File: src/rtl/clock_pkg.sv
// Shared constants and helpers for the BCD time-of-day counter.
// Time is packed BCD HH[31:24] MM[23:16] SS[15:8] CC[7:0], 24 h internally.
package clock_pkg;

   localparam int HH_LSB = 24;
   localparam int MM_LSB = 16;
   localparam int SS_LSB = 8;
   localparam int CC_LSB = 0;

   localparam logic [7:0] HH_MAX = 8'h23;
   localparam logic [7:0] MS_MAX = 8'h59;
   localparam logic [7:0] CC_MAX = 8'h99;

   localparam int PRESCALE = 10;
   localparam logic [3:0] PRE_LAST = 4'(PRESCALE - 1);

   // True when every nibble is a decimal digit and each field is within its range.
   function automatic logic bcd_time_valid(input logic [31:0] t);
      logic ok;
      ok = 1'b1;
      for (int i = 0; i < 8; i++) begin
         if (t[4*i +: 4] > 4'd9) ok = 1'b0;
      end
      if (t[HH_LSB +: 8] > HH_MAX) ok = 1'b0;
      if (t[MM_LSB +: 8] > MS_MAX) ok = 1'b0;
      if (t[SS_LSB +: 8] > MS_MAX) ok = 1'b0;
      return ok;
   endfunction

   function automatic logic [7:0] bcd_inc(input logic [7:0] v);
      logic [7:0] r;
      if (v[3:0] == 4'd9) r = {v[7:4] + 4'd1, 4'd0};
      else                r = {v[7:4], v[3:0] + 4'd1};
      return r;
   endfunction

   function automatic logic [7:0] hh_to_12h(input logic [7:0] hh);
      logic [7:0] r;
      case (hh)
         8'h00:   r = 8'h12;
         8'h13:   r = 8'h01;
         8'h14:   r = 8'h02;
         8'h15:   r = 8'h03;
         8'h16:   r = 8'h04;
         8'h17:   r = 8'h05;
         8'h18:   r = 8'h06;
         8'h19:   r = 8'h07;
         8'h20:   r = 8'h08;
         8'h21:   r = 8'h09;
         8'h22:   r = 8'h10;
         8'h23:   r = 8'h11;
         default: r = hh;
      endcase
      return r;
   endfunction

endpackage

File: src/rtl/time_counter_if.sv
// Control/status bundle of the time counter: load, run, display and pulse outputs.
interface time_counter_if;
   logic        PE;
   logic [31:0] set_time;
   logic        run;
   logic        time_mode;
   logic [31:0] alarm_time;
   logic [31:0] show_time;
   logic        pm;
   logic        tick_1s;
   logic        alarm_hit;
   logic        load_err;

   modport master (
      output PE, set_time, run, time_mode, alarm_time,
      input  show_time, pm, tick_1s, alarm_hit, load_err
   );

   modport slave (
      input  PE, set_time, run, time_mode, alarm_time,
      output show_time, pm, tick_1s, alarm_hit, load_err
   );
endinterface

File: src/rtl/bcd_mod_counter.sv
// Two-digit BCD counter wrapping at MAX, with synchronous load and carry-out.
// next_value exposes the value the register takes at the coming edge.
module bcd_mod_counter
   import clock_pkg::*;
#(
   parameter logic [7:0] MAX = CC_MAX
) (
   input  logic       clk,
   input  logic       rst,
   input  logic       load,
   input  logic [7:0] load_val,
   input  logic       en,
   output logic [7:0] value,
   output logic [7:0] next_value,
   output logic       carry
);

   // Next-state: load wins over increment; wrap to 00 past MAX.
   always_comb begin
      next_value = value;
      carry      = en && (value == MAX);
      if (load) begin
         next_value = load_val;
      end else if (en) begin
         next_value = (value == MAX) ? 8'h00 : bcd_inc(value);
      end else begin
         next_value = value;
      end
   end

   // Digit register.
   always_ff @(posedge clk) begin
      if (rst) value <= 8'h00;
      else     value <= next_value;
   end

endmodule

File: src/rtl/time_counter.sv
// 24 h BCD time-of-day counter (hundredths resolution) clocked at 1 kHz,
// with validated parallel load, alarm compare and 12/24 h presentation.
module time_counter
   import clock_pkg::*;
(
   input  logic           CP_1KHz,
   input  logic           CR,
   time_counter_if.slave  tc
);

   logic [3:0]  pre_r;
   logic        load_ok_s;
   logic        cc_en_s;
   logic [7:0]  hh_s, mm_s, ss_s, cc_s;
   logic [7:0]  hh_next_s, mm_next_s, ss_next_s, cc_next_s;
   logic        cc_carry_s, ss_carry_s, mm_carry_s;
   logic        day_wrap_unused_s;
   logic [31:0] next_unused_s;
   logic        tick_1s_r, alarm_hit_r, load_err_r;

   assign load_ok_s = tc.PE && bcd_time_valid(tc.set_time);
   assign cc_en_s   = tc.run && !load_ok_s && (pre_r == PRE_LAST);

   // Divide-by-ten prescaler; restarted by a load, frozen while run is low.
   always_ff @(posedge CP_1KHz) begin
      if (CR)                     pre_r <= 4'd0;
      else if (load_ok_s)         pre_r <= 4'd0;
      else if (!tc.run)           pre_r <= pre_r;
      else if (pre_r == PRE_LAST) pre_r <= 4'd0;
      else                        pre_r <= pre_r + 4'd1;
   end

   bcd_mod_counter #(.MAX(CC_MAX)) u_cc (
      .clk(CP_1KHz), .rst(CR), .load(load_ok_s), .load_val(tc.set_time[CC_LSB +: 8]),
      .en(cc_en_s), .value(cc_s), .next_value(cc_next_s), .carry(cc_carry_s)
   );

   bcd_mod_counter #(.MAX(MS_MAX)) u_ss (
      .clk(CP_1KHz), .rst(CR), .load(load_ok_s), .load_val(tc.set_time[SS_LSB +: 8]),
      .en(cc_carry_s), .value(ss_s), .next_value(ss_next_s), .carry(ss_carry_s)
   );

   bcd_mod_counter #(.MAX(MS_MAX)) u_mm (
      .clk(CP_1KHz), .rst(CR), .load(load_ok_s), .load_val(tc.set_time[MM_LSB +: 8]),
      .en(ss_carry_s), .value(mm_s), .next_value(mm_next_s), .carry(mm_carry_s)
   );

   bcd_mod_counter #(.MAX(HH_MAX)) u_hh (
      .clk(CP_1KHz), .rst(CR), .load(load_ok_s), .load_val(tc.set_time[HH_LSB +: 8]),
      .en(mm_carry_s), .value(hh_s), .next_value(hh_next_s), .carry(day_wrap_unused_s)
   );

   assign next_unused_s = {tc.alarm_time[15:0], ss_next_s, cc_next_s};

   // Event pulses. An SS rollover means the new time ends in :00.00, so only
   // the next HH:MM needs comparing against the alarm.
   always_ff @(posedge CP_1KHz) begin
      if (CR) begin
         tick_1s_r   <= 1'b0;
         alarm_hit_r <= 1'b0;
         load_err_r  <= 1'b0;
      end else begin
         tick_1s_r   <= cc_carry_s;
         alarm_hit_r <= ss_carry_s && ({hh_next_s, mm_next_s} == tc.alarm_time[31:16]);
         load_err_r  <= tc.PE && !load_ok_s;
      end
   end

   assign tc.show_time = {(tc.time_mode ? hh_to_12h(hh_s) : hh_s), mm_s, ss_s, cc_s};
   assign tc.pm        = (hh_s >= 8'h12);
   assign tc.tick_1s   = tick_1s_r;
   assign tc.alarm_hit = alarm_hit_r;
   assign tc.load_err  = load_err_r;

endmodule

File: src/flat_wrapper.sv
// flat-port wrapper written by rule: the top's interface ports become plain ports
module time_counter_flat import clock_pkg::*;
  (CP_1KHz, CR, tc_PE, tc_set_time, tc_run, tc_time_mode, tc_alarm_time, tc_show_time, tc_pm, tc_tick_1s, tc_alarm_hit, tc_load_err);
  time_counter_if tc_i ();
  input  logic CP_1KHz;
  input  logic CR;
  input wire logic [$bits(tc_i.PE)-1:0] tc_PE;
  input wire logic [$bits(tc_i.set_time)-1:0] tc_set_time;
  input wire logic [$bits(tc_i.run)-1:0] tc_run;
  input wire logic [$bits(tc_i.time_mode)-1:0] tc_time_mode;
  input wire logic [$bits(tc_i.alarm_time)-1:0] tc_alarm_time;
  output wire logic [$bits(tc_i.show_time)-1:0] tc_show_time;
  output wire logic [$bits(tc_i.pm)-1:0] tc_pm;
  output wire logic [$bits(tc_i.tick_1s)-1:0] tc_tick_1s;
  output wire logic [$bits(tc_i.alarm_hit)-1:0] tc_alarm_hit;
  output wire logic [$bits(tc_i.load_err)-1:0] tc_load_err;
  assign tc_i.PE = tc_PE;
  assign tc_i.set_time = tc_set_time;
  assign tc_i.run = tc_run;
  assign tc_i.time_mode = tc_time_mode;
  assign tc_i.alarm_time = tc_alarm_time;
  assign tc_show_time = tc_i.show_time;
  assign tc_pm = tc_i.pm;
  assign tc_tick_1s = tc_i.tick_1s;
  assign tc_alarm_hit = tc_i.alarm_hit;
  assign tc_load_err = tc_i.load_err;
  time_counter u_core (.CP_1KHz(CP_1KHz), .CR(CR), .tc(tc_i));
endmodule
File: config.mk
export PLATFORM = sky130hd
export DESIGN_NAME = time_counter_flat
export DESIGN_NICKNAME = d
export VERILOG_FILES = /design/src/rtl/clock_pkg.sv /design/src/rtl/time_counter_if.sv /design/src/rtl/bcd_mod_counter.sv /design/src/rtl/time_counter.sv /design/src/flat_wrapper.sv
export SDC_FILE = /design/constraint.sdc
export NUM_CORES = 1
export LEC_CHECK = 0
export CAP_MARGIN = 10
export CORE_ASPECT_RATIO = 1.1
export CORE_MARGIN = 5
export CORE_UTILIZATION = 46
export DETAILED_ROUTE_END_ITERATION = 10
export PLACE_DENSITY = 0.82
export SYNTH_ARGS = -nofsm -noshare
export SYNTH_HDL_FRONTEND = slang
export SYNTH_HIERARCHICAL = 1
export SYNTH_SLANG_ARGS = --single-unit
File: constraint.sdc
create_clock -name CP_1KHz -period 7.73 [get_ports CP_1KHz]
set_clock_uncertainty 0.2 [all_clocks]
set_input_delay 1.9325 -clock CP_1KHz [delete_from_list [all_inputs] [get_ports CP_1KHz]]
set_output_delay 1.9325 -clock CP_1KHz [all_outputs]
set_load 0.03 [all_outputs]
### After elaboration in Yosys (flattened, before gate mapping)

Index checks and enable logic that the tools add are counted.

* input bits: 69
* word-level logic and storage cells: 98
* flip-flop bits (word level): 39
* output and inout bits: 36

* $add $sub $neg: 9
* reductions and logical operators: 17
* equality and inequality tests: 20
* $lt $le $gt $ge: 12
* muxes and demuxes: 30

Operator list (count)
* 8-bit 2-to-1 mux: 17
* 8-bit case mux with 12 select lines: 1
* 8-bit by 5-bit == test with 1-bit output, second input constant: 7
* 4-bit by 1-bit adder with 4-bit output, second input constant: 9
* 8-bit by 6-bit == test with 1-bit output, second input constant: 4
* 4-bit > comparator, second input constant: 8
* 4-bit == test, second input constant: 5
* 16-bit == test: 1
* 8-bit by 7-bit == test with 1-bit output, second input constant: 2
* 8-bit by 7-bit > comparator with 1-bit output, second input constant: 2
* 1-bit 2-to-1 mux: 11
* 8-bit == test, second input constant: 1
* 8-bit by 5-bit >= comparator with 1-bit output, second input constant: 1
* 8-bit by 6-bit > comparator with 1-bit output, second input constant: 1
* 1-bit logical AND: 8
* 8-bit zero test: 1
* 3-bit nonzero test: 2
* 4-bit 2-to-1 mux: 1
* 2-bit AND reduction: 2
* 2-bit nonzero test: 2
* 2-bit OR reduction: 1
* 1-bit zero test: 1

### Depth between registers and ports, before layout

Gate-level depths: netlist (run 1).

* depth in word-level cells: 23
* gate-level depth with buffers: 20
* depth with buffers taken out: 19

### Cells and area by module

Netlist (run 1), hierarchy kept.

Modules (own cells, without submodules)
* bcd_mod_counter (u_core.u_mm ...): area an instance 565.5 µm², cells an instance 68, instances 2, sequential area each 160.2 µm²
* time_counter: area an instance 709.4 µm², cells an instance 93, instances 1, sequential area each 140.1 µm²
* bcd_mod_counter (u_core.u_hh): area an instance 591.8 µm², cells an instance 66, instances 1, sequential area each 160.2 µm²
* bcd_mod_counter (u_core.u_cc): area an instance 524.3 µm², cells an instance 67, instances 1, sequential area each 160.2 µm²

### Worst setup path after synthesis (run 1)

No wires, ideal clock.

* path kind: input port to flip-flop
* start point: input port tc_set_time[2]
* end point: register u_core.alarm_hit_r (netlist: u_core/tc.alarm_hit)
* required time: 7.438 ns
* library setup time: 0.092 ns
* slack: 0.731 ns
* buffers on the path: 1
* stages: 20
* arrival: 6.708 ns
* cells stage by stage: o21ai_0 nand4_1 nor4b_1 nor4_1 nand4b_2 or2_1 buf_6 nor3_1 nand4b_2 nor3_1 nand4b_2 nor3_1 nand4b_2 nor2_1 xnor2_1 a21oi_1 xor2_1 nor4_1 nand4_1 nor4_1

* longest elaborated chain between the ends: 23
* elaborated cells between the ends (all ways): 25
* those cells by class: order compare (1); eq/ne (1); mux (15); reduce/logical (8)

Ends and longest elaborated chain
* from (decl): RTL line flat_wrapper.sv:8 `input wire logic [$bits(tc_i.set_time)-1:0] tc_set_time;`
* 4-bit > comparator: RTL line clock_pkg.sv:22 `if (t[4*i +: 4] > 4'd9) ok = 1'b0;`
* 1-bit 2-to-1 mux (8 in a row): RTL line clock_pkg.sv:22
* 1-bit 2-to-1 mux: RTL line clock_pkg.sv:24 `if (t[HH_LSB +: 8] > HH_MAX) ok = 1'b0;`
* 1-bit 2-to-1 mux: RTL line clock_pkg.sv:25 `if (t[MM_LSB +: 8] > MS_MAX) ok = 1'b0;`
* 1-bit 2-to-1 mux: RTL line clock_pkg.sv:26 `if (t[SS_LSB +: 8] > MS_MAX) ok = 1'b0;`
* 1-bit logical AND: RTL line time_counter.sv:21 `assign load_ok_s = tc.PE && bcd_time_valid(tc.set_time);`
* via u_core.load_ok_s: RTL line time_counter.sv:12 `logic load_ok_s;`
* 1-bit zero test: RTL line time_counter.sv:22 `assign cc_en_s = tc.run && !load_ok_s && (pre_r == PRE_LAST);`
* [... 2 more ...]
* via u_core.cc_en_s: RTL line time_counter.sv:13 `logic cc_en_s;`
* [... 1 more ...]
* via u_core.cc_carry_s: RTL line time_counter.sv:16 `logic cc_carry_s, ss_carry_s, mm_carry_s;`
* [... 1 more ...]
* via u_core.ss_carry_s: RTL line time_counter.sv:16
* 1-bit logical AND: RTL line bcd_mod_counter.sv:21 `carry = en && (value == MAX);`
* via u_core.mm_carry_s: RTL line time_counter.sv:16
* 8-bit 2-to-1 mux: RTL line bcd_mod_counter.sv:24 `end else if (en) begin`
* 8-bit 2-to-1 mux: RTL line bcd_mod_counter.sv:22 `if (load) begin`
* via u_core.hh_next_s[6]: RTL line time_counter.sv:15 `logic [7:0] hh_next_s, mm_next_s, ss_next_s, cc_next_s;`
* 16-bit == test: RTL line time_counter.sv:64 `alarm_hit_r <= ss_carry_s && ({hh_next_s, mm_next_s} == tc.alarm_time[31:16]);`
* 1-bit logical AND: RTL line time_counter.sv:64
* to (signal assigned): RTL line time_counter.sv:64
* to (decl): RTL line time_counter.sv:19 `logic tick_1s_r, alarm_hit_r, load_err_r;`

The timed path passes the listed nets, and every way through them passes these cells.
A chain may end at the register's enable or synchronous reset.

### Final worst setup path (run 1)

* start point: input port tc_set_time[26]
* end point: register u_core.alarm_hit_r (netlist: u_core/tc.alarm_hit)

* longest elaborated chain between the ends: 17
* elaborated cells between the ends (all ways): 20
* those cells by class: order compare (2); eq/ne (1); mux (9); reduce/logical (8)

Ends and longest elaborated chain (RTL line)
* 4-bit > comparator: clock_pkg.sv:22
* 1-bit 2-to-1 mux (2 in a row): clock_pkg.sv:22
* 1-bit 2-to-1 mux *: clock_pkg.sv:24
* 1-bit 2-to-1 mux *: clock_pkg.sv:25
* 1-bit 2-to-1 mux *: clock_pkg.sv:26
* 1-bit logical AND *: time_counter.sv:21
* via u_core.load_ok_s: time_counter.sv:12
* 1-bit zero test *: time_counter.sv:22
* [... 2 more ...]
* via u_core.cc_en_s: time_counter.sv:13
* [... 1 more ...]
* via u_core.cc_carry_s: time_counter.sv:16
* [... 1 more ...]
* via u_core.ss_carry_s: time_counter.sv:16
* 1-bit logical AND *: bcd_mod_counter.sv:21
* via u_core.mm_carry_s: time_counter.sv:16
* 8-bit 2-to-1 mux *: bcd_mod_counter.sv:24
* 8-bit 2-to-1 mux *: bcd_mod_counter.sv:22
* via u_core.hh_next_s[6]: time_counter.sv:15
* 16-bit == test *: time_counter.sv:64
* 1-bit logical AND *: time_counter.sv:64

The timed path passes the listed nets; every way through them passes the cells marked *.

==> metrics.yaml, run 1 <==
run_status:
  status: "complete, no violations"
synthesis:
  synthesis.instances: 350
  synth.cell_area_um2: 2900
  post_synth.cell_area_avg_um2: 8.28
  yosysWarnings: 6
  syn-num-nets: 429
setup_path:
  crit_path_start_kind: "input port"
  timing.critical_path.slowest_stage_cell: "clkdlybuf4s50_1"
  required_ns: 7.73
  timing.critical_path.arrival_ns: 6.73
  cp_cell_sequence: "clkdlybuf4s50_1 > o21ai_0 > nand3_1 > nor4b_2 > nor4_1 > buf_4 > nand4b_2 > or2_1 > nor3_1 > nand4b_2 > nor3_1 > buf_4 > nand4b_2 > nor3_1 > buf_4 > nand4b_2 > nor2_1 > xnor2_1 > a21oi_1 > xor2_1 > nor4_1 > nand4_1 > nor4_1"
  path_max_fanout: 9
  worstReg2RegStart: "u_core/pre_r[2]"
  worst_r2r_path_depth: 20
  setup.worst_path.class: "input port to flip-flop"
  worst_path_largest_cell_delay_ns: 0.54
  setup.reg_to_reg.worst_slack_ns: 3.06
  critical_path.most_common_cell: "nand4b_2"
  worst_setup_path_end_kind: "flip-flop"
  worst_r2r_endpoint: "u_core/tc.alarm_hit"
cts:
  clock-sinks: 39
  postCtsSetupBuffers: 0
  clock_tree.htree_level_count: 2
  cts_buffers: 5
  path_clk_slew_ns: 0.08
  cts_max_path_buffers: 2
  holdBufCountCts: 0
  cts_tree: "built"
  clock_latency_ns: 0.29
  cts-root-buf: "clkbuf_8"
  postCtsResizedCells: 0
routing:
  via_count: 2968
  vias_per_cell: 5.74
  drtAntennaViolNets: 0
  detail_route.first_pass.iterations: 4
  routedWlPerCell_um: 15.6
  postRouteWirelength_um: 8080
  drtIter0Drc: 155
  drc: 0
floorplanning:
  fp.dieW_um: 85.7
  rows: 30
  fp.dieArea_um2: 7990
  die_height_um: 93.2
  core-area_um2: 6160
  effective_utilization_at_floorplan: 0.471
  io_pins: 105
cells_and_area:
  layout-drive-gt1-share: 0.0938
  stdcell_area_um2: 3980
  ant_cells: 0
  layoutNonFillerInstCount: 517
  layout.nets: 515
  synthToLayoutAreaGrowth_pct: 37.3
grt:
  grt_start_max_net_pins: 52
  global_route.usage.total: 0.205
  via_count_of_the_first_global_routing_pass: 2892
  total_grt_overflow: 0
  grt_pass1_wl_um: 13400
  initial_antenna_violation_count: 0
power:
  power.switching_fraction: 0.216
  comb_power_share: 0.123
  cellLeakagePower_nw: 1.51
  pwrdens_nw_per_um2: 109
  ir_drop_v: 0.0000775
  power.internal_mw: 0.340
  p_clk_frac: 0.405
  net_switching_power_mw: 0.0938
  seq_power_share: 0.472
hold_path:
  hold_path_end: "u_core/pre_r[3]"
  hp-start: "u_core/pre_r[2]"
  worstHoldPathType: "flip-flop to flip-flop"
  hold_depth: 2
placed_design:
  dp_slack_ns: 0.766
  placedCellCount: 509
  postPlaceCellArea_um2: 3860
  hpwl_um: 6120
  globalplace.congestion: 0.828
  port_buffers: 88
sta:
  final.period_utilization: 0.872
  finalHoldViolCount: 0
  rsz_0062_raised_after_global_routing: "false"
  setup-tns-final_ns: 0
  final_max_slew_viol_count: 0
  final.hold.worst_slack_ns: 0.324
  slew-limit-headroom: 0.636
  setup_ws_ns: 0.993
  final.min_clock_period_ns: 6.74
  worstMarginPinSlew_ns: 0.546
  achievable-frequency_mhz: 148
  setup_viol: 0
run:
  max_cap_violations: 0
[state kept, by name (all words and copies together) (netlist names)]
register,flops
u_core/u_cc/value,8
u_core/u_hh/value,8
u_core/u_mm/value,8
u_core/u_ss/value,8
u_core/pre_r,4
u_core/tc.alarm_hit,1
u_core/tc.load_err,1
u_core/tc.tick_1s,1
[metal layers]
metal  GRT usage  vias to the layer above  share of wire
met2       0.347                       78           0.50
met3      0.0423                        8          0.058
met4      0.0554                        0          0.011
met1       0.263                     1401           0.43
li1            -                     1481              -
met5           0                        -              0
[through the flow]
stage	util	total power, mW
2_1_floorplan	-	0.224
3_3_place_gp	0.627	0.262
3_5_place_dp	0.627	0.262
4_1_cts	0.646	0.437
5_1_grt	0.646	0.453
6_report	0.646	0.434
[final cells by class]
cell class	instances	area, um2
Clock buffer	6	82.6
Multi-Input combinational cell	281	2000
Timing Repair Buffer	94	926
Sequential cell	39	781
Fill cell	537	2180
Inverter	15	56.3
Clock inverter	2	35.0
Tap cell	80	100
[power groups by stage]
stage	clock [mW]	combinational [mW]	sequential [mW]
final	0.176	0.0535	0.204
after global routing	0.191	0.0573	0.205
after CTS	0.179	0.0536	0.204
after detailed placement	0	0.0531	0.209
after global placement	0	0.0526	0.209
after floorplan	0	0.0145	0.210
[worst max path at each step]
| stage | slack (ns) | depth (start not counted) | end | from |
|---|---|---|---|---|
| global placement | 0.85 | 22 | u_core/tc.alarm_hit | tc_set_time[2] |
| floorplan | 0.73 | 20 | u_core/tc.alarm_hit | tc_set_time[2] |
| finish | 0.99 | 23 | u_core/tc.alarm_hit | tc_set_time[26] |
| detailed placement | 0.77 | 23 | u_core/tc.alarm_hit | tc_set_time[26] |
| CTS | 1.05 | 23 | u_core/tc.alarm_hit | tc_set_time[26] |
| global route | 0.50 | 23 | u_core/tc.alarm_hit | tc_set_time[26] |
[critical path, delay by kind of cell]
| family | cells | cell delay [ns] |
|---|---|---|
| buf+inv | 4 | 1.11 |
| xor+xnor | 2 | 0.34 |
| simple gates | 15 | 3.06 |
| compound gates | 2 | 0.28 |
[cell usage in the layout (no fill, tap or decap), types with 2 or more instances in the layout]
cell type / instances
o31a_1: 3
nor3b_1: 5
nand4b_2: 4
a211oi_1: 15
a211oi_2: 2
dfxtp_1: 39
and3b_1: 2
buf_4: 6
o211ai_1: 7
a21oi_1: 20
a31oi_1: 7
inv_1: 14
nor2b_1: 17
and4b_1: 5
mux2i_1: 4
or3_1: 4
clkbuf_8: 6
nand3b_1: 3
a2111oi_2: 2
a21o_1: 2
nor3_2: 2
ha_1: 10
nand2b_1: 7
nor3_1: 19
a311oi_1: 4
nand3_1: 10
clkdlybuf4s50_1: 88
mux2_2: 7
nor2_1: 20
xnor2_1: 6
o21ai_0: 14
o21ai_1: 2
a21boi_0: 2
nor4_1: 8
nand4_1: 3
nand2_1: 21
xor2_1: 20
a22o_1: 3
No activity file was read; power rests on OpenSTA's default activity.
==> inputs of run 2 (changes only) <==
--- a/config.mk
+++ b/config.mk
@@ -8,9 +8,9 @@
 export CAP_MARGIN = 10
 export CORE_ASPECT_RATIO = 1.1
 export CORE_MARGIN = 5
-export CORE_UTILIZATION = 46
+export CORE_UTILIZATION = 35
 export DETAILED_ROUTE_END_ITERATION = 10
-export PLACE_DENSITY = 0.82
+export PLACE_DENSITY = 0.67
 export SYNTH_ARGS = -nofsm -noshare
 export SYNTH_HDL_FRONTEND = slang
 export SYNTH_HIERARCHICAL = 1
==> constraint.sdc (replaced) <==
create_clock -name CP_1KHz -period 5.5 [get_ports CP_1KHz]
set_clock_uncertainty 0.2 [all_clocks]
set_input_delay 1.375 -clock CP_1KHz [delete_from_list [all_inputs] [get_ports CP_1KHz]]
set_output_delay 1.375 -clock CP_1KHz [all_outputs]
set_load 0.03 [all_outputs]
==> run 2 against run 1 <==
Against the previous run: register-to-register slack got worse by 1.6 ns; global-route usage is 4.2 points lower; routed wire length up 11%; die area grew 28%; via count grew 3.3%; sequential share of layout area fell by 1.8 points; hold slack got worse by 0.0091 ns; first-iteration DRC count is 15% lower; setup slack lost 0.82 ns; count of clock-buffer cells in the layout unchanged; cell count rose by 11%; total power is 31% higher.
==> metrics.yaml, run 2 (synthesis results as in run 1) <==
routing:
  drtIter0Drc: 131  # was 155
  vias_per_cell: 5.33  # was 5.74
  postRouteWirelength_um: 8960  # was 8080 um
  detail_route.first_pass.iterations: 4  # unchanged
  drc: 0  # unchanged
  routedWlPerCell_um: 15.6  # about the same
  drtAntennaViolNets: 0  # unchanged
  via_count: 3067  # was 2968
cells_and_area:
  layout-drive-gt1-share: 0.178  # was 0.0938
  layout.nets: 545  # was 515
  highest_count_cells_in_the_layout_ignoring_fill_and_taps: "70 x clkdlybuf4s50_1, 39 x dfxtp_1, 35 x buf_4, 21 x nand2_1, 20 x xor2_1"  # was 88 x clkdlybuf4s50_1, 39 x dfxtp_1, 21 x nand2_1
  ant_cells: 0  # unchanged
  final_common_cell: "clkdlybuf4s50_1"  # unchanged
  synthToLayoutAreaGrowth_pct: 51.2  # was 37.3%
cts:
  clock_tree.htree_level_count: 2  # unchanged
  holdBufCountCts: 0  # unchanged
  cts_buffers: 5  # unchanged
  cts-root-buf: "clkbuf_8"  # unchanged
  clock_latency_ns: 0.29  # about the same
  clock-sinks: 39  # unchanged
  cts_tree: "built"  # unchanged
  cts_max_path_buffers: 2  # unchanged
  path_clk_slew_ns: 0.08  # about the same
setup_path:
  worst_setup_path_end_kind: "flip-flop"  # unchanged
  setup.worst_path.class: "input port to flip-flop"  # unchanged
  path_max_fanout: 7  # was 9
  required_ns: 5.50  # was 7.73 ns
  worstReg2RegStart: "u_core/pre_r[2]"  # unchanged
  timing.critical_path.arrival_ns: 5.33  # was 6.73 ns
  setup.reg_to_reg.worst_slack_ns: 1.50  # was 3.06 ns
  worst_r2r_path_depth: 18  # was 20
  worst_r2r_endpoint: "u_core/tc.alarm_hit"  # unchanged
  crit_path_start_kind: "input port"  # unchanged
floorplanning:
  io_pins: 105  # unchanged
  rows: 34  # was 30
  core-area_um2: 8000  # was 6160 um2
  fp.dieW_um: 96.8  # was 85.7 um
  fp.dieArea_um2: 10200  # was 7990 um2
  effective_utilization_at_floorplan: 0.362  # was 0.471
  die_height_um: 105  # was 93.2 um
sta:
  final_max_slew_viol_count: 0  # unchanged
  worstMarginPinSlew_ns: 0.740  # was 0.546 ns
  rsz_0062_raised_after_global_routing: "true"  # was false
  final.hold.worst_slack_ns: 0.315  # was 0.324 ns
  setup_viol: 0  # unchanged
  final.period_utilization: 0.969
  final.min_clock_period_ns: 5.33
  slew-limit-headroom: 0.505  # was 0.636
  setup_ws_ns: 0.173  # was 0.993 ns
  achievable-frequency_mhz: 188
  finalHoldViolCount: 0  # unchanged
hold_path:
  hp-start: "u_core/pre_r[2]"  # unchanged
  hold_depth: 2  # unchanged
  worstHoldPathType: "flip-flop to flip-flop"  # unchanged
  hold_path_end: "u_core/pre_r[3]"  # unchanged
power:
  total_power_mw: 0.567  # was 0.434 mW
  comb_power_share: 0.153  # was 0.123
  power.switching_fraction: 0.247  # was 0.216
  ir_drop_v: 0.0000845  # was 0.0000775 V
  cellLeakagePower_nw: 1.87  # was 1.51 nW
  pwrdens_nw_per_um2: 129  # was 109 nW/um2
  p_clk_frac: 0.339  # was 0.405
  net_switching_power_mw: 0.140  # was 0.0938 mW
  seq_power_share: 0.508  # was 0.472
  power.internal_mw: 0.427  # was 0.340 mW
grt:
  groute.layer.met3.usage: 0.0310  # was 0.0423
  grt_start_max_net_pins: 52  # unchanged
  global_route.usage.met1: 0.202  # was 0.263
  global_route.usage.total: 0.163  # was 0.205
  total_grt_overflow: 0  # unchanged
  grt_pass1_wl_um: 14100  # was 13400 um
  gr-max-usage-layer: "met2"  # unchanged
  via_count_of_the_first_global_routing_pass: 2933  # was 2892
  grt.met2_usage: 0.285  # was 0.347
  initial_antenna_violation_count: 0  # unchanged
placed_design:
  globalplace.congestion: 0.830  # was 0.828
  dp_slack_ns: -0.483  # was 0.766 ns
  port_buffers: 88  # unchanged
  hpwl_um: 6600  # was 6120 um
run:
  max_cap_violations: 0  # unchanged
run_status:
  status: "complete, no violations"  # unchanged
==> run 2: worst max path at each step <==
stage	from	to	slack, ns	cells after the start
after global routing	tc_set_time[28]	u_core/tc.alarm_hit	-0.04	20
final	tc_set_time[28]	u_core/tc.alarm_hit	0.17	20
after CTS	tc_set_time[2]	u_core/tc.alarm_hit	0.01	20
after floorplan	tc_set_time[2]	u_core/tc.alarm_hit	0.07	20
after detailed placement	tc_set_time[2]	u_core/tc.alarm_hit	-0.48	21
after global placement	tc_set_time[2]	u_core/tc.alarm_hit	-0.44	21
==> run 2: worst max-delay path, cell delays in order <==
cell and delay [ns]:
clkdlybuf4s50_1 0.48, o31a_1 0.25, nor4b_4 0.09, nor4_4 0.25
nand4b_2 0.16, or2_4 0.30, nor3_4 0.17, nand4b_4 0.14
nor3_4 0.26, nand4b_4 0.14, nor3_4 0.14, buf_6 0.15
inv_1 0.09, a2111oi_2 0.28, a211oi_1 0.12, nor2_1 0.18
xor2_1 0.09, nor4_1 0.27, nand4_1 0.14, nor4_1 0.23
==> run 2: what timing repair did <==
item | in CTS | in global routing
endpoints found under the setup margin | 1 | 2
pin swaps | 5 | 18
setup buffers | 1 | 5
resized for setup | 2 | 37
==> run 2: per-stage QoR <==
stage / util / instances / TNS, ns / area [um2]
after global routing: 0.548 / 575 / -0.0392 / 4380
final: 0.548 / 575 / 0 / 4380
after CTS: 0.528 / 570 / 0 / 4220
after global placement: 0.516 / 561 / -0.441 / 4130
after floorplan: - / 350 / 0 / 2940
after detailed placement: 0.516 / 561 / -0.483 / 4130
==> run 2: final cells by class <==
| cell class | count | area (um2) |
|---|---|---|
| Clock buffer | 6 | 72.6 |
| Clock inverter | 2 | 12.5 |
| Sequential cell | 39 | 781 |
| Inverter | 15 | 56.3 |
| Multi-Input combinational cell | 281 | 2120 |
| Tap cell | 108 | 135 |
| Timing Repair Buffer | 124 | 1200 |
| Fill cell | 764 | 3620 |
==> run 2: power by group through the flow <==
stage | logic [mW] | clock network (mW) | registers, mW
2_1_floorplan | 0.0207 | 0 | 0.295
3_3_place_gp | 0.0846 | 0 | 0.294
3_5_place_dp | 0.0854 | 0 | 0.294
4_1_cts | 0.0866 | 0.199 | 0.287
5_1_grt | 0.0927 | 0.212 | 0.288
6_report | 0.0868 | 0.192 | 0.288
==> run 2: layer usage <==
metal	vias to the layer above	wire length [um]
li1	1536	-
met1	1446	3950
met2	77	4550
met3	8	343
met4	0	116
met5	-	0
